### src/rtl/pps_monitor_pkg.sv
// Shared types for the GPS 1PPS monitor.
//   pps_state_e : lock-tracking FSM states (2-bit encoding).
package pps_monitor_pkg;

  typedef enum logic [1:0] {
    S_IDLE = 2'd0,  // no edge seen yet
    S_ACQ  = 2'd1,  // one reference edge seen, waiting for an in-window interval
    S_LOCK = 2'd2,  // intervals arriving inside the tolerance window
    S_LOST = 2'd3   // timed out while locked; next edge restarts acquisition
  } pps_state_e;

endpackage

### src/rtl/pps_monitor_edge_sync.sv
// Brings the asynchronous PPS input into the clk domain and flags its rising edges.
//   clk, rst : system clock, synchronous active-high reset
//   pps_in   : asynchronous 1PPS input
//   rise     : high for one cycle when the synchronised PPS goes 0 -> 1
module pps_edge_sync #(
  parameter int unsigned SYNC_STAGES = 3
) (
  input  logic clk,
  input  logic rst,
  input  logic pps_in,
  output logic rise
);

  logic [SYNC_STAGES-1:0] r_sync;
  logic                   r_sync_d;

  always_ff @(posedge clk) begin
    if (rst) begin
      r_sync   <= '0;
      r_sync_d <= 1'b0;
    end else begin
      r_sync   <= {r_sync[SYNC_STAGES-2:0], pps_in};
      r_sync_d <= r_sync[SYNC_STAGES-1];
    end
  end

  assign rise = r_sync[SYNC_STAGES-1] & ~r_sync_d;

endmodule

### src/rtl/pps_monitor.sv
// GPS 1PPS conditioner: synchronises the PPS, measures the clk-cycle interval between
// edges, tracks lock inside a +/- tolerance window, counts timing faults and drives the LED.
//   clk, rst        : system clock, synchronous active-high reset
//   pps_in          : asynchronous GPS 1PPS input
//   clr_err         : strobe, clears pps_err_cnt (wins over a simultaneous fault)
//   pps_pulse_o     : 1-cycle pulse per PPS rising edge
//   pps_count       : last published interval in clk cycles
//   pps_count_valid : 1-cycle strobe, pps_count updated
//   pps_locked      : FSM is in S_LOCK
//   pps_err_cnt     : saturating fault counter
//   pps_led         : LED drive, lit for LED_PULSE_CYCLES after each locked edge
module pps_monitor
  import pps_monitor_pkg::*;
#(
  parameter int unsigned CLK_FREQ_HZ      = 100000000,
  parameter int unsigned PPS_TOL          = 100000,
  parameter int unsigned COUNT_WIDTH      = 32,
  parameter int unsigned ERR_WIDTH        = 16,
  parameter int unsigned SYNC_STAGES      = 3,
  parameter int unsigned LED_PULSE_CYCLES = 10000000
) (
  input  logic                   clk,
  input  logic                   rst,
  input  logic                   pps_in,
  input  logic                   clr_err,
  output logic                   pps_pulse_o,
  output logic [COUNT_WIDTH-1:0] pps_count,
  output logic                   pps_count_valid,
  output logic                   pps_locked,
  output logic [ERR_WIDTH-1:0]   pps_err_cnt,
  output logic                   pps_led
);

  localparam int unsigned LED_W = $clog2(LED_PULSE_CYCLES + 1);
  localparam logic [COUNT_WIDTH-1:0] L_WIN_LO = COUNT_WIDTH'(CLK_FREQ_HZ - PPS_TOL);
  localparam logic [COUNT_WIDTH-1:0] L_WIN_HI = COUNT_WIDTH'(CLK_FREQ_HZ + PPS_TOL);

  logic                   w_rise;
  logic                   w_in_win;
  logic                   w_timeout;
  logic                   w_fault;
  logic                   w_publish;
  pps_state_e             w_next;

  pps_state_e             r_state;
  logic [COUNT_WIDTH-1:0] r_cnt;
  logic [ERR_WIDTH-1:0]   r_err;
  logic [LED_W-1:0]       r_led_tmr;
  logic                   r_pulse;
  logic                   r_valid;
  logic [COUNT_WIDTH-1:0] r_count;

  pps_edge_sync #(
    .SYNC_STAGES(SYNC_STAGES)
  ) u_edge_sync (
    .clk   (clk),
    .rst   (rst),
    .pps_in(pps_in),
    .rise  (w_rise)
  );

  assign w_in_win  = (r_cnt >= L_WIN_LO) && (r_cnt <= L_WIN_HI);
  // An edge landing exactly on the window limit is a valid interval, not a timeout.
  assign w_timeout = !w_rise && (r_cnt == L_WIN_HI);

  always_comb begin
    w_next    = r_state;
    w_fault   = 1'b0;
    w_publish = 1'b0;
    case (r_state)
      S_IDLE: begin
        if (w_rise) w_next = S_ACQ;
      end
      S_ACQ: begin
        if (w_rise) begin
          w_publish = 1'b1;
          if (w_in_win) begin
            w_next = S_LOCK;
          end else begin
            w_fault = 1'b1;
          end
        end else if (w_timeout) begin
          w_next = S_IDLE;
        end
      end
      S_LOCK: begin
        if (w_rise) begin
          w_publish = 1'b1;
          if (!w_in_win) begin
            w_next  = S_ACQ;
            w_fault = 1'b1;
          end
        end else if (w_timeout) begin
          w_next  = S_LOST;
          w_fault = 1'b1;
        end
      end
      S_LOST: begin
        if (w_rise) w_next = S_ACQ;
      end
      default: w_next = S_IDLE;
    endcase
  end

  always_ff @(posedge clk) begin
    if (rst) begin
      r_state   <= S_IDLE;
      r_cnt     <= '0;
      r_err     <= '0;
      r_led_tmr <= '0;
      r_pulse   <= 1'b0;
      r_valid   <= 1'b0;
      r_count   <= '0;
    end else begin
      r_state <= w_next;
      r_pulse <= w_rise;
      r_valid <= w_publish;

      if (w_publish) r_count <= r_cnt;

      if (w_rise) begin
        r_cnt <= COUNT_WIDTH'(1);
      end else if (r_cnt != '1) begin
        r_cnt <= r_cnt + COUNT_WIDTH'(1);
      end

      if (clr_err) begin
        r_err <= '0;
      end else if (w_fault && (r_err != '1)) begin
        r_err <= r_err + ERR_WIDTH'(1);
      end

      // Locked edges (re)load the timer; any exit from S_LOCK darkens the LED at once.
      if (w_rise && (w_next == S_LOCK)) begin
        r_led_tmr <= LED_W'(LED_PULSE_CYCLES);
      end else if ((r_state == S_LOCK) && (w_next != S_LOCK)) begin
        r_led_tmr <= '0;
      end else if (r_led_tmr != '0) begin
        r_led_tmr <= r_led_tmr - LED_W'(1);
      end
    end
  end

  assign pps_pulse_o     = r_pulse;
  assign pps_count       = r_count;
  assign pps_count_valid = r_valid;
  assign pps_locked      = (r_state == S_LOCK);
  assign pps_err_cnt     = r_err;
  assign pps_led         = (r_led_tmr != '0);

endmodule

### config.mk
export PLATFORM = sky130hd
export DESIGN_NAME = pps_monitor
export DESIGN_NICKNAME = d
export VERILOG_FILES = /design/src/rtl/pps_monitor_pkg.sv /design/src/rtl/pps_monitor_edge_sync.sv /design/src/rtl/pps_monitor.sv
export SDC_FILE = /design/constraint.sdc
export NUM_CORES = 1
export LEC_CHECK = 0
export CORE_AREA = 10 10 125 127
export DETAILED_ROUTE_END_ITERATION = 12
export DIE_AREA = 0 0 135 137
export RECOVER_POWER = 100
export SYNTH_ARGS = -nofsm -noshare
export SYNTH_HDL_FRONTEND = slang
export SYNTH_SLANG_ARGS = --single-unit
### constraint.sdc
create_clock -name clk -period 3 [get_ports clk]
set_input_delay 0.6 -clock clk [delete_from_list [all_inputs] [get_ports clk]]
set_output_delay 0.6 -clock clk [all_outputs]
set_load 0.02 [all_outputs]
==> impl_metrics.env <==
export IMPL_worstSetupEndpointType="output port"
export IMPL_core_area_um2=13100
export IMPL_clkTransAtPathRegs_ns=0.07
export IMPL_p_leak_nw=2.14
export IMPL_synth_area_top_cells="dfxtp_1 43%, nand2_1 7.0%, a21oi_1 6.4%"
export IMPL_grt_busiest_layer="met2"
export IMPL_vias=4656
export IMPL_postCtsHoldBufs=0
export IMPL_grtUsageTotal=0.140
export IMPL_overflow=0
export IMPL_hpwl_um=9140
export IMPL_outcome="complete, no violations"
export IMPL_synth_edff_count=0
export IMPL_met2_usage=0.223
export IMPL_nets=706
export IMPL_drt_iter0_drc=334
export IMPL_synth_cell_type_count=55
export IMPL_skew_ns=0.00983
export IMPL_ys_seq_area_frac=0.427
export IMPL_die_height_um=137
export IMPL_crit_required_ns=2.40
export IMPL_antenna_found_initial=0
export IMPL_hp_class="reg2reg"
export IMPL_worst_path_max_fanout=4
export IMPL_postSynth_asyncResetShare=0
export IMPL_setup_viol_count_final=0
export IMPL_synth_area_um2=5250
export IMPL_synth_top_cell_area_share=0.427
export IMPL_crit_type="reg2out"
export IMPL_syn_inst=646
export IMPL_grt_max_degree=33
export IMPL_die_x_um=135
export IMPL_area_growth_syn_to_layout_pct=19.8
export IMPL_insertion_delay_ns=0.35
export IMPL_dpl_worst_slack_ns=0.127
export IMPL_drive_above_1_share=0.0715
export IMPL_syn_nets=657
export IMPL_start_util=0.401
export IMPL_cts_tree="done"
export IMPL_drc=0
export IMPL_synthTopCellsByCount="112 x dfxtp_1, 98 x nand2_1, 67 x a21oi_1"
export IMPL_synth_most_common_cell="dfxtp_1"
export IMPL_post_route_util=0.480
export IMPL_ys_warn_count=0
export IMPL_worst_pin_slew_ns=0.675
export IMPL_cts_htree_levels=3
export IMPL_hold_viol=0
export IMPL_cts_buffer_depth=2
export IMPL_wirelength_um=12900
export IMPL_relSlewSlack=0.550
export IMPL_rsz0062_at_grt="false"
export IMPL_synth_top_area_cell="dfxtp_1"
export IMPL_gp_congestion=0.828
export IMPL_cts_setup_buffers=0
export IMPL_first_pass_iters=5
export IMPL_cts_sinks=112
export IMPL_critPathLaunchType="flip-flop"
export IMPL_antenna_left=0
export IMPL_fin_crit_sh=0.932
export IMPL_use_met3=0.0323
export IMPL_ys_ff_latch=112
export IMPL_fp_dieArea_um2=18500
export IMPL_synth_avg_cell_area_um2=8.12
export IMPL_setup_tns_ns=0
export IMPL_max_freq_mhz=358
export IMPL_pin_count=56
export IMPL_avgViaCountPerCell=5.32
export IMPL_period_needed_ns=2.80
export IMPL_ys_flop_type="dfxtp_1"
export IMPL_max_cap_viol_count=0
export IMPL_power_per_cell_area_nw_per_um2=567
export IMPL_cts_made_buffers=9
export IMPL_num_antenna_cells=0
export IMPL_grt_pass1_vias=4404
export IMPL_holdWs_ns=0.447
export IMPL_maxSlewViolCount=0
export IMPL_grt_pass1_wl_um=21700
export IMPL_arrival_ns=2.20
export IMPL_fin_ws_ns=0.205
export IMPL_worst_ir_drop_vdd_v=0.000295
export IMPL_regToRegSetupSlack_ns=0.25
export IMPL_rows=42
export IMPL_root_buffer="clkbuf_16"
export IMPL_use_met1=0.184
export IMPL_wl_per_cell_um=14.7
export IMPL_io_buffers=55
==> layer usage <==
metal | vias up | wire, um
met5 | - | 0
met4 | 0 | 154
met3 | 8 | 761
met2 | 107 | 5950
met1 | 2168 | 6030
li1 | 2373 | -
==> critical path: stages, from the launching register on <==
cell	delay (ns)
dfxtp_1	0.34
or3_1	0.43
nor4_1	0.36
nand3_1	0.16
clkdlybuf4s50_1	0.57
==> per-stage QoR <==
step	power, mW	instances	area [um^2]
after floorplan	2.26	646	5250
after global placement	2.43	860	5990
after detailed placement	2.45	860	5990
after CTS	3.59	875	6270
after global routing	3.77	875	6280
final	3.56	875	6280
==> state kept, by name, summed over array words and instances, names as in the netlist <==
register / cells
r_led_tmr: 24
pps_count_valid: 1
u_edge_sync.r_sync_d: 1
r_state: 2
u_edge_sync.r_sync: 3
pps_count: 32
pps_pulse_o: 1
pps_err_cnt: 16
r_cnt: 32
==> report_power, final <==
group / internal, mW / switching, mW
sequential: 1.58 / 0.0919
combinational: 0.347 / 0.408
clock: 0.606 / 0.523
total: 2.54 / 1.02
==> cells by family (layout without fill, tap and decap cells) <==
group / after synthesis / after routing / share of synthesized area
adder cells (fa/ha/maj): 7 / 7 / 0.0167
AO/OA/AOI/OAI: 128 / 128 / 0.147
flip-flops: 112 / 112 / 0.427
XOR/XNOR: 40 / 40 / 0.0668
AND/OR/NAND/NOR: 303 / 303 / 0.297
buffers and inverters: 55 / 108 / 0.0432
multiplexers: 1 / 1 / 0.00191
==> final cells by class <==
class                   count  area [um^2]
fillers                  1230         6800
multi-input cells         479         2800
flip-flops and latches    112         2240
repair buffers             72          667
clock buffers              13          260
well taps                 176          220
inverters                  21         78.8
clock inverters             2         15.0
==> cell usage in the layout (no fill, tap or decap), drive strengths merged, types with 16 or more instances in the layout <==
master,instances
inv,21
or4,16
nor2,54
dfxtp,112
nand3,19
xnor2,22
or3,18
nand2,98
nor3,29
buf,16
xor2,18
dlygate4sd3,51
a21oi,67
o21ai,27
nand4,20
==> worst paths after layout <==
kind | startpoint | to | cells after the start
worst min-delay path | u_edge_sync.r_sync[1] | u_edge_sync.r_sync[2] | 1
worst max register to register | r_cnt[19] | pps_err_cnt[8] | 7
worst min register to register | u_edge_sync.r_sync[1] | u_edge_sync.r_sync[2] | 1
worst max-delay path | r_led_tmr[16] | pps_led | 4
==> repair_timing <==
item,in CTS,in global routing
hold endpoints to repair,0,0
resized for setup,0,3
endpoints found under the setup margin,0,21
No activity file was read; power rests on OpenSTA's default activity.
==> patch 1, RTL diff (same flow settings) <==
Put a register stage on the outputs `pps_locked` and `pps_led`, cleared by the reset. The values now appear one clock later. The other outputs are not delayed to match. Comments in the files are not updated.
--- a/src/rtl/pps_monitor.sv
+++ b/src/rtl/pps_monitor.sv
@@ -144,9 +144,16 @@
   assign pps_pulse_o     = r_pulse;
   assign pps_count       = r_count;
   assign pps_count_valid = r_valid;
-  assign pps_locked      = (r_state == S_LOCK);
   assign pps_err_cnt     = r_err;
-  assign pps_led         = (r_led_tmr != '0);
+  always_ff @(posedge clk) begin
+    if (rst) begin
+      pps_locked <= '0;
+      pps_led    <= '0;
+    end else begin
+      pps_locked <= (r_state == S_LOCK);
+      pps_led    <= (r_led_tmr != '0);
+    end
+  end
 
 endmodule
 
Check against the original RTL: same outputs for any inputs over 10 cycles, from zero or initial values and one cycle with rst high; that may be too few to reach the edited logic, so the function may still have changed.
==> patch 1 against the original RTL <==
Worst setup slack improved by 0.064 ns. Sequential cell count increased by 2. Design area increased by 5.5%. Area after synthesis increased by 0.81%. Routed wire length decreased by 1.0%. Total power increased by 28%. Fmax increased by 2.4%. Worst hold slack improved by 0.0014 ns. Die area unchanged.
==> patch 1: results <==
placed_design:
  gp_congestion: 0.881
  place_area_um2: 6040
  dp.cells: 852
  io_buffers: 55
  place_hpwl_um: 8860
  place_ws_ns: 0.229
synthesis:
  synthArstFlopShare_pct: 0
  yosys_warnings: 0
  synth_area_leader_cell: "dfxtp_1"
  ys_types: 58
  synthTopCellsByArea: "dfxtp_1, nand2_1, nor2_1"
  synth_fp_nets: 649
  avgSynthCellArea_um2: 8.29
  synthTopCellsByCount: "dfxtp_1, nand2_1, nor2_1"
  synth_seq_area_share_pct: 43.2
  synth-edff-count: 0
power_and_ir_drop:
  pwr-share-clk_pct: 44.9
  pg_seq_mw: 1.72
  total_power_mw: 4.57
  p_leak_nw: 2.57
  ir_drop_uv: 364
  internal_power_mw: 3.32
finish:
  num_antenna_cells: 0
  drive_gt1_share_pct: 8.47
  finalNonFillerCells: 884
  fillerInstances: 1265
  fin_nets: 706
clock_tree:
  post_cts_buffers: 0
  cts_buffers: 17
  cts.clk_slew.worst_paths_ns: 0.06
  root_buffer: "clkbuf_16"
  cts_max_path_buffers: 2
  ctsHtreeMaxLevel: 4
  clkLatencyLatePin_ns: 0.42
grt:
  antenna_found_initial: 0
  track_usage_pct: 13.8
  grt_pass1_wl_um: 20700
  grt_pass1_vias: 4367
  grt_max_degree: 49
worst_setup_path:
  cp_slowest_cell: "or4_1"
  crit_fanout: 8
  arrival_ns: 3.07
  slowest_delay_ns: 0.63
  critPathTopFamily: "simple AND/OR/NAND/NOR gates"
timing:
  tightest_slew_ns: 0.924
  fin_setup_tns_ns: 0
  skew_ns: 0.00927
worst_hold_path:
  hold_path.class: "flop to flop"
detailed_routing:
  drtIter0Drc: 273
  firstDrtPassIters: 5
  vias: 4566
  post_drt_wl_per_cell_um: 14.4
outcome:
  run_status: "finished, final reports clean"
==> patch 1: cell count changes in the layout (fill, tap and decap cells not counted), moves of 13 or more <==
cell,unedited run,this run
a21oi_1,67,48
nor3_1,29,15
or3_1,18,5
nor2_1,52,86
o21ai_0,26,9
==> patch 1: cells by family (layout without fill, tap and decap cells) <==
family	count (synthesis)	count (layout)	share of synthesized area (%)
simple gates	317	317	29.6
mux	7	7	1.35
xor+xnor	53	53	8.78
compound gates	97	97	12.1
buf+inv	43	113	3.34
flops	114	114	43.2
fa+ha+maj	7	7	1.66
==> patch 1: area by class of cell <==
cell class              count  area, um2  share of cell area [%]
clock inverters            13        160                    2.42
inverters                  10       37.5                   0.566
multi-input cells         481       2830                    42.6
clock buffers              19        453                    6.83
well taps                 176        220                    3.32
repair buffers             71        648                    9.78
flip-flops and latches    114       2280                    34.4
==> patch 1: timing repair <==
item                       4_1_cts  5_1_grt
hold endpoints to repair         0        0
setup endpoints to repair        0        1
gates resized for setup          0        2
hold buffers                     0        0
==> patch 1: worst paths after layout <==
check	start	end	slack (ns)	depth (start not counted)
max reg2reg	r_cnt[11]$_SDFFE_PP0P_	r_led_tmr[20]$_SDFFE_PP0P_	0.27	7
max	r_cnt[11]$_SDFFE_PP0P_	r_led_tmr[20]$_SDFFE_PP0P_	0.27	7
min reg2reg	pps_count[28]$_SDFFE_PP0P_	pps_count[28]$_SDFFE_PP0P_	0.45	2
min	pps_count[28]$_SDFFE_PP0P_	pps_count[28]$_SDFFE_PP0P_	0.45	2
==> patch 1: metal layers <==
metal,up-vias,wire length (um),global-route usage [%]
li1,2325,-,-
met4,0,155,7.36
met2,74,6420,23.6
met1,2156,5640,15.5
met5,-,0,0
met3,11,551,3.74
==> patch 2, RTL diff (same flow settings) <==
Made on the original files. `ERR_WIDTH`: 16 -> 32.
--- a/src/rtl/pps_monitor.sv
+++ b/src/rtl/pps_monitor.sv
@@ -15,7 +15,7 @@
   parameter int unsigned CLK_FREQ_HZ      = 100000000,
   parameter int unsigned PPS_TOL          = 100000,
   parameter int unsigned COUNT_WIDTH      = 32,
-  parameter int unsigned ERR_WIDTH        = 16,
+  parameter int unsigned ERR_WIDTH        = 32,
   parameter int unsigned SYNC_STAGES      = 3,
   parameter int unsigned LED_PULSE_CYCLES = 10000000
 ) (
Ports: changed (resized pps_err_cnt); port bits go from 56 to 72. No check against the original RTL was run, so the function may have changed too.
==> patch 2 against the original RTL <==
Worst setup slack worse by 0.096 ns. Sequential cell count increased by 16. Area after synthesis rose by 21%. Worst hold slack worse by 0.0051 ns. First-iteration DRC count is 2.1% higher. Design area grew 27%. Total power rose by 40%. Die area did not move. Via count is 29% higher. Clock power increased by 85%. Routed wire length grew 33%. Largest cell class unchanged. Highest routed layer unchanged.
==> patch 2: results <==
detailed_routing:
  drt-total-wl_um: 17100
  met1Wirelength_um: 7870
worst_setup_path:
  slowest_delay_ns: 0.62
  arrival_ns: 2.29
  cp_slowest_cell: "or4_1"
finish:
  multi_input_comb_area_um2: 3470
  clock_area_share_pct: 7.41
  n_all_buffers: 120
  n_clock_buffer: 26
  seq_share_pct: 32.1
  nonClkBufAreaFrac_pct: 13.5
  num-nonclk-inverters: 17
  fin_nets: 876
  fillerInstances: 1193
  finalNonFillerCells: 1053
outcome:
  run_status: "finished, final reports clean"
power_and_ir_drop:
  ir_drop_uv: 609
  internal_power_mw: 3.60
  pwr-share-clk_pct: 42.0
grt:
  grt_pass1_wl_um: 27800
  global_route.usage.met1_pct: 22.8
  track_usage_pct: 18.3
synthesis:
  synth_seq_area_share_pct: 40.4
  synth_compound_area_share_pct: 14.4
  synth-xor-area-share_pct: 6.35
clock_tree:
  ctsHtreeMaxLevel: 4
  clkLatencyLatePin_ns: 0.42
placed_design:
  gp_congestion: 0.865
  place_hpwl_um: 11800
timing:
  skew_ns: 0.00724
==> patch 2: worst paths after layout <==
check             slack (ns)                                to  cells past startpoint                        startpoint
setup / recovery        0.11                           pps_led                      5         r_led_tmr[5]$_SDFFE_PP0N_
hold / removal          0.44  u_edge_sync.r_sync[2]$_SDFF_PP0_                      1  u_edge_sync.r_sync[1]$_SDFF_PP0_
setup reg to reg        0.15      pps_err_cnt[17]$_SDFFE_PP0P_                      9            r_cnt[29]$_SDFFE_PP0P_
hold reg to reg         0.44  u_edge_sync.r_sync[2]$_SDFF_PP0_                      1  u_edge_sync.r_sync[1]$_SDFF_PP0_
==> patch 2: what timing repair did <==
item / in CTS / in global routing
gates resized for setup: 5 / 7
gates cloned: 0 / 1
pin swaps: 1 / 1
hold buffers: 0 / 0
buffers inserted: 1 / 0
endpoints found under the setup margin: 17 / 33
hold endpoints to repair: 0 / 0
